### src/rtl/mario_pkg.sv
// Shared types and defaults for the Mario background-tile VRAM arbiter.
package mario_pkg;

  typedef enum logic [1:0] {
    StIdle,
    StReq,
    StAccess,
    StDone
  } state_e;

  typedef enum logic {
    OpRd = 1'b0,
    OpWr = 1'b1
  } op_e;

  localparam logic [3:0]  H_SLOT_DEFAULT  = 4'hF;
  localparam int unsigned ACC_LEN_DEFAULT = 2;

endpackage

### src/rtl/mario_vram_arb.sv
// CPU/video arbiter for the 1KB background VRAM: grants the CPU one slot per 16 phases during
// active display, any tick during blanking, and holds the Z80 on WAITn until the access is done.
module mario_vram_arb
  import mario_pkg::*;
#(
  parameter logic [3:0]  SLOT_PH = H_SLOT_DEFAULT,
  parameter int unsigned ACC_LEN = ACC_LEN_DEFAULT,
  parameter logic [7:0]  TMO_MAX = 8'd200
) (
  input  logic       I_CLK_48M,
  input  logic       I_RST,
  input  logic       I_CEN_24Mp,
  input  logic [9:0] I_H_CNT,
  input  logic       I_CMPBLK,
  input  logic [9:0] I_CPU_AB,
  input  logic [7:0] I_CPU_DB,
  input  logic       I_CPU_RDn,
  input  logic       I_CPU_WRn,
  input  logic [7:0] I_VRAM_DO,
  output logic [9:0] O_VRAM_AB,
  output logic [7:0] O_VRAM_DI,
  output logic       O_VRAM_RDn,
  output logic       O_VRAM_WRn,
  output logic [7:0] O_CPU_DB,
  output logic       O_CPU_WAITn,
  output logic       O_TIMEOUT
);

  localparam logic [2:0] AccLoad = 3'(ACC_LEN - 1);

  state_e     state_q, state_d;
  op_e        op_q, op_d;
  logic [9:0] ab_q, ab_d;
  logic [7:0] di_q, di_d;
  logic       rdn_q, rdn_d;
  logic       wrn_q, wrn_d;
  logic       waitn_q, waitn_d;
  logic [7:0] cpu_db_q, cpu_db_d;
  logic       tmo_q, tmo_d;
  logic [7:0] wcnt_q, wcnt_d;
  logic [2:0] acnt_q, acnt_d;

  logic slot_open;
  logic req_held;
  logic unused_h_cnt;

  assign unused_h_cnt = ^I_H_CNT[9:4];
  assign slot_open    = ~I_CMPBLK | (I_H_CNT[3:0] == SLOT_PH);
  assign req_held     = (op_q == OpWr) ? ~I_CPU_WRn : ~I_CPU_RDn;

  always_comb begin
    state_d  = state_q;
    op_d     = op_q;
    ab_d     = ab_q;
    di_d     = di_q;
    rdn_d    = rdn_q;
    wrn_d    = wrn_q;
    waitn_d  = waitn_q;
    cpu_db_d = cpu_db_q;
    tmo_d    = tmo_q;
    wcnt_d   = wcnt_q;
    acnt_d   = acnt_q;

    case (state_q)
      StIdle: begin
        // Write has priority when both strobes are low; the read is dropped.
        if (!I_CPU_WRn) begin
          op_d    = OpWr;
          ab_d    = I_CPU_AB;
          di_d    = I_CPU_DB;
          waitn_d = 1'b0;
          wcnt_d  = 8'd0;
          state_d = StReq;
        end else if (!I_CPU_RDn) begin
          op_d    = OpRd;
          ab_d    = I_CPU_AB;
          waitn_d = 1'b0;
          wcnt_d  = 8'd0;
          state_d = StReq;
        end
      end

      StReq: begin
        if (!req_held) begin
          waitn_d = 1'b1;
          state_d = StIdle;
        end else if (slot_open) begin
          acnt_d  = AccLoad;
          state_d = StAccess;
          if (op_q == OpWr) begin
            wrn_d = 1'b0;
          end else begin
            rdn_d = 1'b0;
          end
        end else begin
          if (wcnt_q != 8'hFF) begin
            wcnt_d = wcnt_q + 8'd1;
          end
          if (wcnt_d >= TMO_MAX) begin
            tmo_d = 1'b1;
          end
        end
      end

      StAccess: begin
        // CPU strobe is ignored here so a write is never torn.
        if (acnt_q == 3'd0) begin
          rdn_d   = 1'b1;
          wrn_d   = 1'b1;
          waitn_d = 1'b1;
          state_d = StDone;
          if (op_q == OpRd) begin
            cpu_db_d = I_VRAM_DO;
          end
        end else begin
          acnt_d = acnt_q - 3'd1;
        end
      end

      StDone: begin
        if (I_CPU_RDn && I_CPU_WRn) begin
          wcnt_d  = 8'd0;
          state_d = StIdle;
        end
      end

      default: state_d = StIdle;
    endcase
  end

  always_ff @(posedge I_CLK_48M) begin
    if (I_RST) begin
      state_q  <= StIdle;
      op_q     <= OpRd;
      ab_q     <= 10'd0;
      di_q     <= 8'd0;
      rdn_q    <= 1'b1;
      wrn_q    <= 1'b1;
      waitn_q  <= 1'b1;
      cpu_db_q <= 8'd0;
      tmo_q    <= 1'b0;
      wcnt_q   <= 8'd0;
      acnt_q   <= 3'd0;
    end else if (I_CEN_24Mp) begin
      state_q  <= state_d;
      op_q     <= op_d;
      ab_q     <= ab_d;
      di_q     <= di_d;
      rdn_q    <= rdn_d;
      wrn_q    <= wrn_d;
      waitn_q  <= waitn_d;
      cpu_db_q <= cpu_db_d;
      tmo_q    <= tmo_d;
      wcnt_q   <= wcnt_d;
      acnt_q   <= acnt_d;
    end
  end

  assign O_VRAM_AB   = ab_q;
  assign O_VRAM_DI   = di_q;
  assign O_VRAM_RDn  = rdn_q;
  assign O_VRAM_WRn  = wrn_q;
  assign O_CPU_DB    = cpu_db_q;
  assign O_CPU_WAITn = waitn_q;
  assign O_TIMEOUT   = tmo_q;

endmodule

### config.mk
export PLATFORM = sky130hd
export DESIGN_NAME = mario_vram_arb
export DESIGN_NICKNAME = d
export VERILOG_FILES = /design/src/rtl/mario_pkg.sv /design/src/rtl/mario_vram_arb.sv
export SDC_FILE = /design/constraint.sdc
export NUM_CORES = 1
export LEC_CHECK = 0
export CORE_MARGIN = 2
export CORE_UTILIZATION = 40
export CTS_CLUSTER_DIAMETER = 100
export CTS_CLUSTER_SIZE = 12
export DETAILED_ROUTE_END_ITERATION = 10
export PLACE_DENSITY = 0.76
export SYNTH_ARGS = -nofsm -noshare
export SYNTH_HDL_FRONTEND = slang
export SYNTH_SLANG_ARGS = --single-unit
### constraint.sdc
create_clock -name I_CLK_48M -period 1.7 [get_ports I_CLK_48M]
set_input_delay 0.255 -clock I_CLK_48M [delete_from_list [all_inputs] [get_ports I_CLK_48M]]
set_output_delay 0.255 -clock I_CLK_48M [all_outputs]
set_load 0.1 [all_outputs]
Word level (Yosys, flattened, before mapping)
Index checks and enable logic that the tools add are counted.

Add/subtract/negate cells: 2. $lt $le $gt $ge: 1. Equality and inequality tests: 17. Multiplexer cells: 38. Bitwise gates (word level): 6. Reductions and logical operators: 16.

Operator list (count): 8-bit two-way mux (9); 8-bit case mux with 3 select lines (1); 10-bit two-way mux (2); 2-bit != test (second input constant) (10); 5-bit AND reduction (4); 6-bit AND reduction (3); 1-bit two-way mux (12); 2-bit two-way mux (6); 3-bit two-way mux (3); 8-bit by 1-bit adder with 8-bit output (second input constant) (1); 8-bit >= comparator (second input constant) (1); 8-bit != test (second input constant) (1); 2-bit case mux with 4 select lines (1); 3-bit != test (second input constant) (2); 3-bit case mux with 2 select lines (1); 3-bit AND reduction (2); 3-bit nonzero test (2); 1-bit inverter (5); 2-bit equality test (second input constant) (2); 4-bit equality test (second input constant) (1); 1-bit case mux with 2 select lines (2); 4-bit AND reduction (1); 3-bit logical NOT (1); 1-bit case mux with 3 select lines (1); 6 further kinds (6).

Flip-flop bits (word level): 44. Bits of input ports: 42. Output and inout port bits: 30. Logic and storage cells: 91.

Longest topological paths before layout
Gate-level depths: netlist (run 1).

Word-level depth: 8. Depth in mapped cells: 8. Depth with buffers taken out: 7.

Least setup slack after synthesis (run 1)
Ideal clock, no wire load.

Kind: reg2reg. Start point: register state_q[0]. End point: register wcnt_q[7]. Library setup time: 0.128 ns. Arrival time: 1.806 ns. Required time: 1.572 ns. Setup slack: -0.233 ns. Cell stages (with the launch flop): 8. Path buffers: 0. Clock period less this slack: 1.933 ns. Cells stage by stage: dfxtp_1 inv_1 ha_1 and3_4 a2111o_1 a21o_1 a22oi_1 nor2_1.

Cells in the longest elaborated chain, start to end: 3. Elaborated cells between the ends (all ways): 10. Classes of those cells: 6 x eq/ne; 1 x mux; 3 x reduce/logical.

Ends and longest elaborated chain: start: declaration (RTL line mario_vram_arb.sv:31) `state_e state_q, state_d;`; start signal: assignment (RTL line mario_vram_arb.sv:133) `state_q <= StIdle;`; start signal: assignment (RTL line mario_vram_arb.sv:145) `state_q <= state_d;`; 2-bit by 1-bit equality test with 1-bit output (tied with other cells) (RTL line mario_vram_arb.sv:64) `case (state_q)`; 2-bit != test (no line) (tied with other cells); 6-bit AND reduction (no line); end signal: assignment (RTL line mario_vram_arb.sv:154) `wcnt_q <= wcnt_d;`; end: declaration (RTL line mario_vram_arb.sv:40) `logic [7:0] wcnt_q, wcnt_d;`.

Parallel ways exist; a longest one is shown, timed or not. A chain may end at the register's enable or synchronous reset.

Worst setup path after layout (run 1)
Start point: register state_q[0]. End point: register wcnt_q[1].

Same word-level chain as after synthesis.

==> metrics.cfg, run 1 <==
[sta]
finalSetupViolCount=10
fin_setup_tns_ns=-0.722
worst_slack_ns=-0.138
whs_ns=0.489
period_needed_ns=1.84
worst_slew_pin_slew_ns=0.313
final.period_utilization_pct=108
slew_headroom_pct=78.5
skew_ns=0.00391
rsz0062_at_grt=yes
fmax_mhz=544
finalMaxSlewViolations=0
finalHoldViolations=0

[cells_and_area]
fin_nets=385
antenna_cells=0
finalNonFillerCells=406
drive_gt1_share_pct=27.7
fin_util_pct=68.7
area_delta_synth_final_pct=68.0

[yosys]
synth_area_per_cell_um2=8.42
synthCells=245
ys_ff_latch=44
ys_async_sr_fraction_pct=0
synth-edff-count=0
ys_seq_area_share_pct=42.7
yosys.cell_types.count=41
yosysWarningCount=0
synth_nets=295
synthFlopType=dfxtp_1
synthesis.area_um2=2060

[die]
start_util_pct=40.9
fp.dieH_um=75.8
fp.dieW_um=75.8
ioPinCount=72
core_area_um2=5040
die_area_um2=5750
rows=26

[clock_network]
cts_tree=done
clk_pin_slew_ns=0.09
clock_sinks=44
clockRootBuffer=clkbuf_8
clk-insertion-delay-late_ns=0.30
htree_levels=2
ctsHoldBuffers=0
cts_max_path_buffers=2
cts_buffers=5

[placed_design]
routabilityCongestion=0.795
hpwl_um=4140
place_inst=396
io_buffers=65

[setup_path]
critical_path_class=reg -> reg
end_kind=flip-flop
crit_family=compound AO/OA/AOI/OAI gates
reg2regPathDepth=7
crit_cells=7
slowest_stage=a2111o_2
path_buf_inv=1
max_stage_delay_ns=0.46
crit_required_ns=1.89
cp.arrival_ns=2.03
worstPathMaxFanout=6
startpoint_type=flip-flop
crit_chain=inv_2, ha_4, and3_4, a2111o_2, a211oi_4, mux2i_1, nor2_1

[pwr]
irDropWorstVdd_mv=0.399
leakage_uw=0.00132
p_per_area_nw_per_um2=724
total_power_uw=2510

[status]
status=complete, but fails checks
violations=negative setup slack

[hold_path]
hp-class=in -> reg
worst_hold_path.num_cells=3

[global_routing]
grt_pass1_wl_um=8710
grtUsageTotal_pct=19.6
first_global_vias=2026
grt_start_max_net_pins=39
gr-total-overflow=0
grt_antenna_before_repair=0

[drt]
vias_per_cell=5.05
drtAntennaViolNets=0
first_pass_iters=4
drt_first_iter_violations=73
vias=2052
drt-total-wl_um=5500
wl_per_cell_um=13.5
drcViolationCount=0

[job]
max-cap-violations=0

## cell type report
class | count | area [µm²]
timing repair buffer | 90 | 1180
sequential | 44 | 887
clock inverter | 2 | 15.0
tap | 70 | 87.6
inverter | 10 | 37.5
clock buffer | 6 | 82.6
fill | 376 | 1580
multi-input combinational | 184 | 1180
## stage by stage
step	setup WS (ns)	instance area, µm²
after floorplan	-0.0232	2090
after global placement	-0.316	3300
after detailed placement	-0.397	3300
after CTS	-0.107	3420
after global routing	-0.201	3470
final	-0.138	3470
## kinds of logic after synthesis
| logic type | share of synthesized area [%] |
|---|---|
| and+or+nand+nor | 23.2 |
| AOI/OAI and AO/OA | 18.7 |
| muxes | 6.31 |
| xor gates and xnor gates | 0.425 |
| adders and majority gates | 4.85 |
| buffers and inverters | 3.82 |
| DFF | 42.7 |
## report_power, final
group          internal, µW  total (µW)  switching (µW)
Combinational           304         697             393
Clock                   329         702             373
Sequential             1070        1110            39.0
## repair_timing
action / in CTS / in global routing
pin swaps: 4 / 6
resized for setup: 3 / 11
gates cloned: 0 / 1
endpoints found under the setup margin: 10 / 22
setup buffers: 1 / 0
## state kept, by name, summed over array words and instances (netlist names), 3 cells and up, named ones only
signal / count
acnt_q: 3
wcnt_q: 8
O_VRAM_AB: 10
O_CPU_DB: 8
O_VRAM_DI: 8
## worst min-delay path: stages
cell and delay, ns:
clkdlybuf4s50_1 0.39, nand2_1 0.05, a21oi_1 0.05
## final timing paths
kind,start,to,slack [ns]
worst min register to register,O_VRAM_AB[3],O_VRAM_AB[3],0.49
worst min-delay path,I_CPU_AB[8],O_VRAM_AB[8],0.49
worst max-delay path,state_q[0],wcnt_q[1],-0.14
worst max register to register,state_q[0],wcnt_q[1],-0.14
## cell usage in the layout (no fill, tap or decap), types with 8 or more instances in the layout
master and n:
nor2_1 24, mux2i_1 13, buf_12 33, clkdlybuf4s50_1 35, nand3_1 8, nand2_1 48
dfxtp_1 39, buf_4 22, a21oi_1 25
## metal layers
metal / GRT usage, % / part of all wire [%] / vias to the layer above
li1: - / - / 1041
met1: 23.7 / 41 / 948
met2: 32.0 / 52 / 52
met3: 5.42 / 5.4 / 11
met4: 9.75 / 2.0 / 0
met5: 0 / 0 / -
## synth_stat cells, types with 3 or more instances
master,count,share of area [%]
ha_1,8,4.9
nand2_1,48,8.7
nand4_1,4,1.2
nor3_1,5,1.2
nor2_1,24,4.4
mux2i_1,13,6.3
nand3_1,8,1.9
inv_1,10,1.8
dfxtp_1,44,43
a21oi_1,27,6.5
o21ai_0,4,0.97
a211oi_1,4,1.5
o211ai_1,3,1.1
a31oi_1,6,1.8
clkbuf_1,6,1.1
(Power assumes the default switching activity.)
==> inputs of run 2 (changes only) <==
SLEW_MARGIN = 20   (was default)
==> results of run 2 <==
Final layout, timing and power as in run 1 (identical DEF).
==> inputs of run 3 (changes only) <==
MAX_ROUTING_LAYER = met4   (was default)
==> metrics.cfg, run 3 (synthesis results as in run 1) <==
[status]
status=complete, but fails checks
violations=negative setup slack

[cells_and_area]
antenna_cells=0  ; unchanged
fin_util_pct=72.9  ; +4.1 points
final_common_cell=nand2_1
n_fill_cell=359  ; -4.5%
fin_nets=396  ; +2.9%
largest_reg_flops=10  ; unchanged
final_cell_mix=48 x nand2_1, 40 x dfxtp_1, 35 x clkdlybuf4s50_1
drive_gt1_share_pct=32.0  ; +4.3 points
final_area_um2=3670  ; +6.0%
area_delta_synth_final_pct=78.0

[clock_network]
cts_tree=done
cts_max_path_buffers=2  ; unchanged
clk-insertion-delay-late_ns=0.31  ; about the same
clockRootBuffer=clkbuf_8
cts_buffers=5  ; unchanged
htree_levels=2  ; unchanged
clock_sinks=44  ; unchanged
clk_pin_slew_ns=0.09  ; about the same

[drt]
first_pass_iters=4  ; unchanged
wl_per_cell_um=14.8  ; +9.1%
drcViolationCount=0  ; unchanged
drt_first_iter_violations=96  ; +32%
drtAntennaViolNets=0  ; unchanged
vias_per_cell=5.13  ; +1.6%
drt-total-wl_um=6160  ; +12%
vias=2141  ; +4.3%

[setup_path]
crit_required_ns=1.91  ; +0.02 ns
end_kind=flip-flop
critical_path_class=reg -> reg
slowest_stage=a2111o_1
cp.arrival_ns=2.10  ; +0.07 ns
crit_chain=inv_4, ha_4, and3_4, a2111o_1, buf_4, a21o_4, a22oi_1, nor2_1
max_stage_delay_ns=0.41  ; -0.05 ns
startpoint_type=flip-flop
worstPathMaxFanout=6  ; unchanged

[sta]
worst_slack_ns=-0.195  ; -0.0568 ns
worst_slew_pin_slew_ns=0.285  ; -0.0277 ns
period_needed_ns=1.89  ; +0.0568 ns
skew_ns=0.00782  ; +0.00391 ns
fmax_mhz=528  ; -3.0%
finalSetupViolCount=9  ; -1
rsz0062_at_grt=yes
slew_headroom_pct=80.8  ; +2.3 points
fin_setup_tns_ns=-1.24  ; -0.516 ns
whs_ns=0.482  ; -0.00630 ns
final.period_utilization_pct=111  ; +3.3 points
finalHoldViolations=0  ; unchanged
finalMaxSlewViolations=0  ; unchanged

[pwr]
total_power_uw=2720  ; +8.4%
p_per_area_nw_per_um2=740  ; +2.2%
irDropWorstVdd_mv=0.646  ; +62%
leakage_uw=0.00141  ; +6.9%

[placed_design]
io_buffers=65  ; unchanged
placed_cell_area_um2=3320  ; +0.45%
hpwl_um=4240  ; +2.4%
routabilityCongestion=0.845  ; +6.3%

[global_routing]
first_global_vias=2136  ; +5.4%
grt_start_max_net_pins=39  ; unchanged
grt_pass1_wl_um=9400  ; +8.0%
gr-total-overflow=0  ; unchanged
grt_antenna_before_repair=0  ; unchanged
grtUsageTotal_pct=22.2  ; +2.5 points

[die]
core_area_um2=5040  ; unchanged
die_area_um2=5750  ; unchanged
start_util_pct=40.9  ; unchanged
rows=26  ; unchanged
fp.dieH_um=75.8  ; unchanged
fp.dieW_um=75.8  ; unchanged
ioPinCount=72  ; unchanged

[job]
max-cap-violations=0  ; unchanged

[hold_path]
hp-class=in -> reg

[run 3: cell count changes in the layout (fill, tap and decap cells not counted), moves of 3 or more]
| cell | change |
|---|---|
| buf_4 | +5 |
| dfxtp_2 | -3 |
| inv_4 | +3 |
| buf_6 | +5 |
[run 3: path summary, 6_finish.rpt]
| kind | start | end | slack, ns | cells past startpoint |
|---|---|---|---|---|
| worst max-delay path | flip-flop | wcnt_q[4] | -0.19 | 8 |
| worst max register to register | flip-flop | wcnt_q[4] | -0.19 | 8 |
| worst min register to register | acnt_q[0] | acnt_q[0] | 0.49 | 1 |
| worst min-delay path | I_CPU_AB[5] | O_VRAM_AB[5] | 0.48 | 3 |
[run 3: where the power goes]
part	leakage, µW	switching (µW)	total (µW)	internal, µW
registers	0.000360	42.0	1110	1070
clock network	0.0000548	402	846	443
logic	0.000995	417	762	345
total	0.00141	861	2720	1860
[run 3: timing repair]
action	CTS	global route
hold buffers	0	0
pin swaps	6	11
resized for setup	13	24
endpoints found under the setup margin	10	14
setup buffers	5	7
gates cloned	1	0
[run 3: layout make-up]
| class | count | area, µm² | share of cell area [%] |
|---|---|---|---|
| Clock buffer | 5 | 68.8 | 1.87 |
| Clock inverter | 3 | 46.3 | 1.26 |
| Inverter | 10 | 45.0 | 1.23 |
| Multi-Input combinational cell | 184 | 1240 | 33.9 |
| Sequential cell | 44 | 891 | 24.3 |
| Tap cell | 70 | 87.6 | 2.38 |
| Timing Repair Buffer | 101 | 1290 | 35.1 |
[run 3: stage by stage]
step	cells	setup WS (ns)
after floorplan	245	-0.0232
after global placement	398	-0.351
after detailed placement	398	-0.400
after CTS	412	-0.143
after global routing	417	-0.284
final	417	-0.195
[run 3: worst max-delay path: cells and delay by family (launching register included)]
kind | cells | cell delay (ns)
compound gates | 3 | 0.79
fa+ha+maj | 1 | 0.15
simple gates | 2 | 0.23
buf+inv | 2 | 0.22
flops | 1 | 0.40
[run 3: routing by layer]
metal | vias up | GRT usage (%) | wire (µm)
met5 | - | - | 0
met4 | 0 | 8.58 | 129
met3 | 12 | 5.56 | 274
met2 | 62 | 37.3 | 3340
met1 | 1005 | 25.3 | 2420
li1 | 1062 | - | -
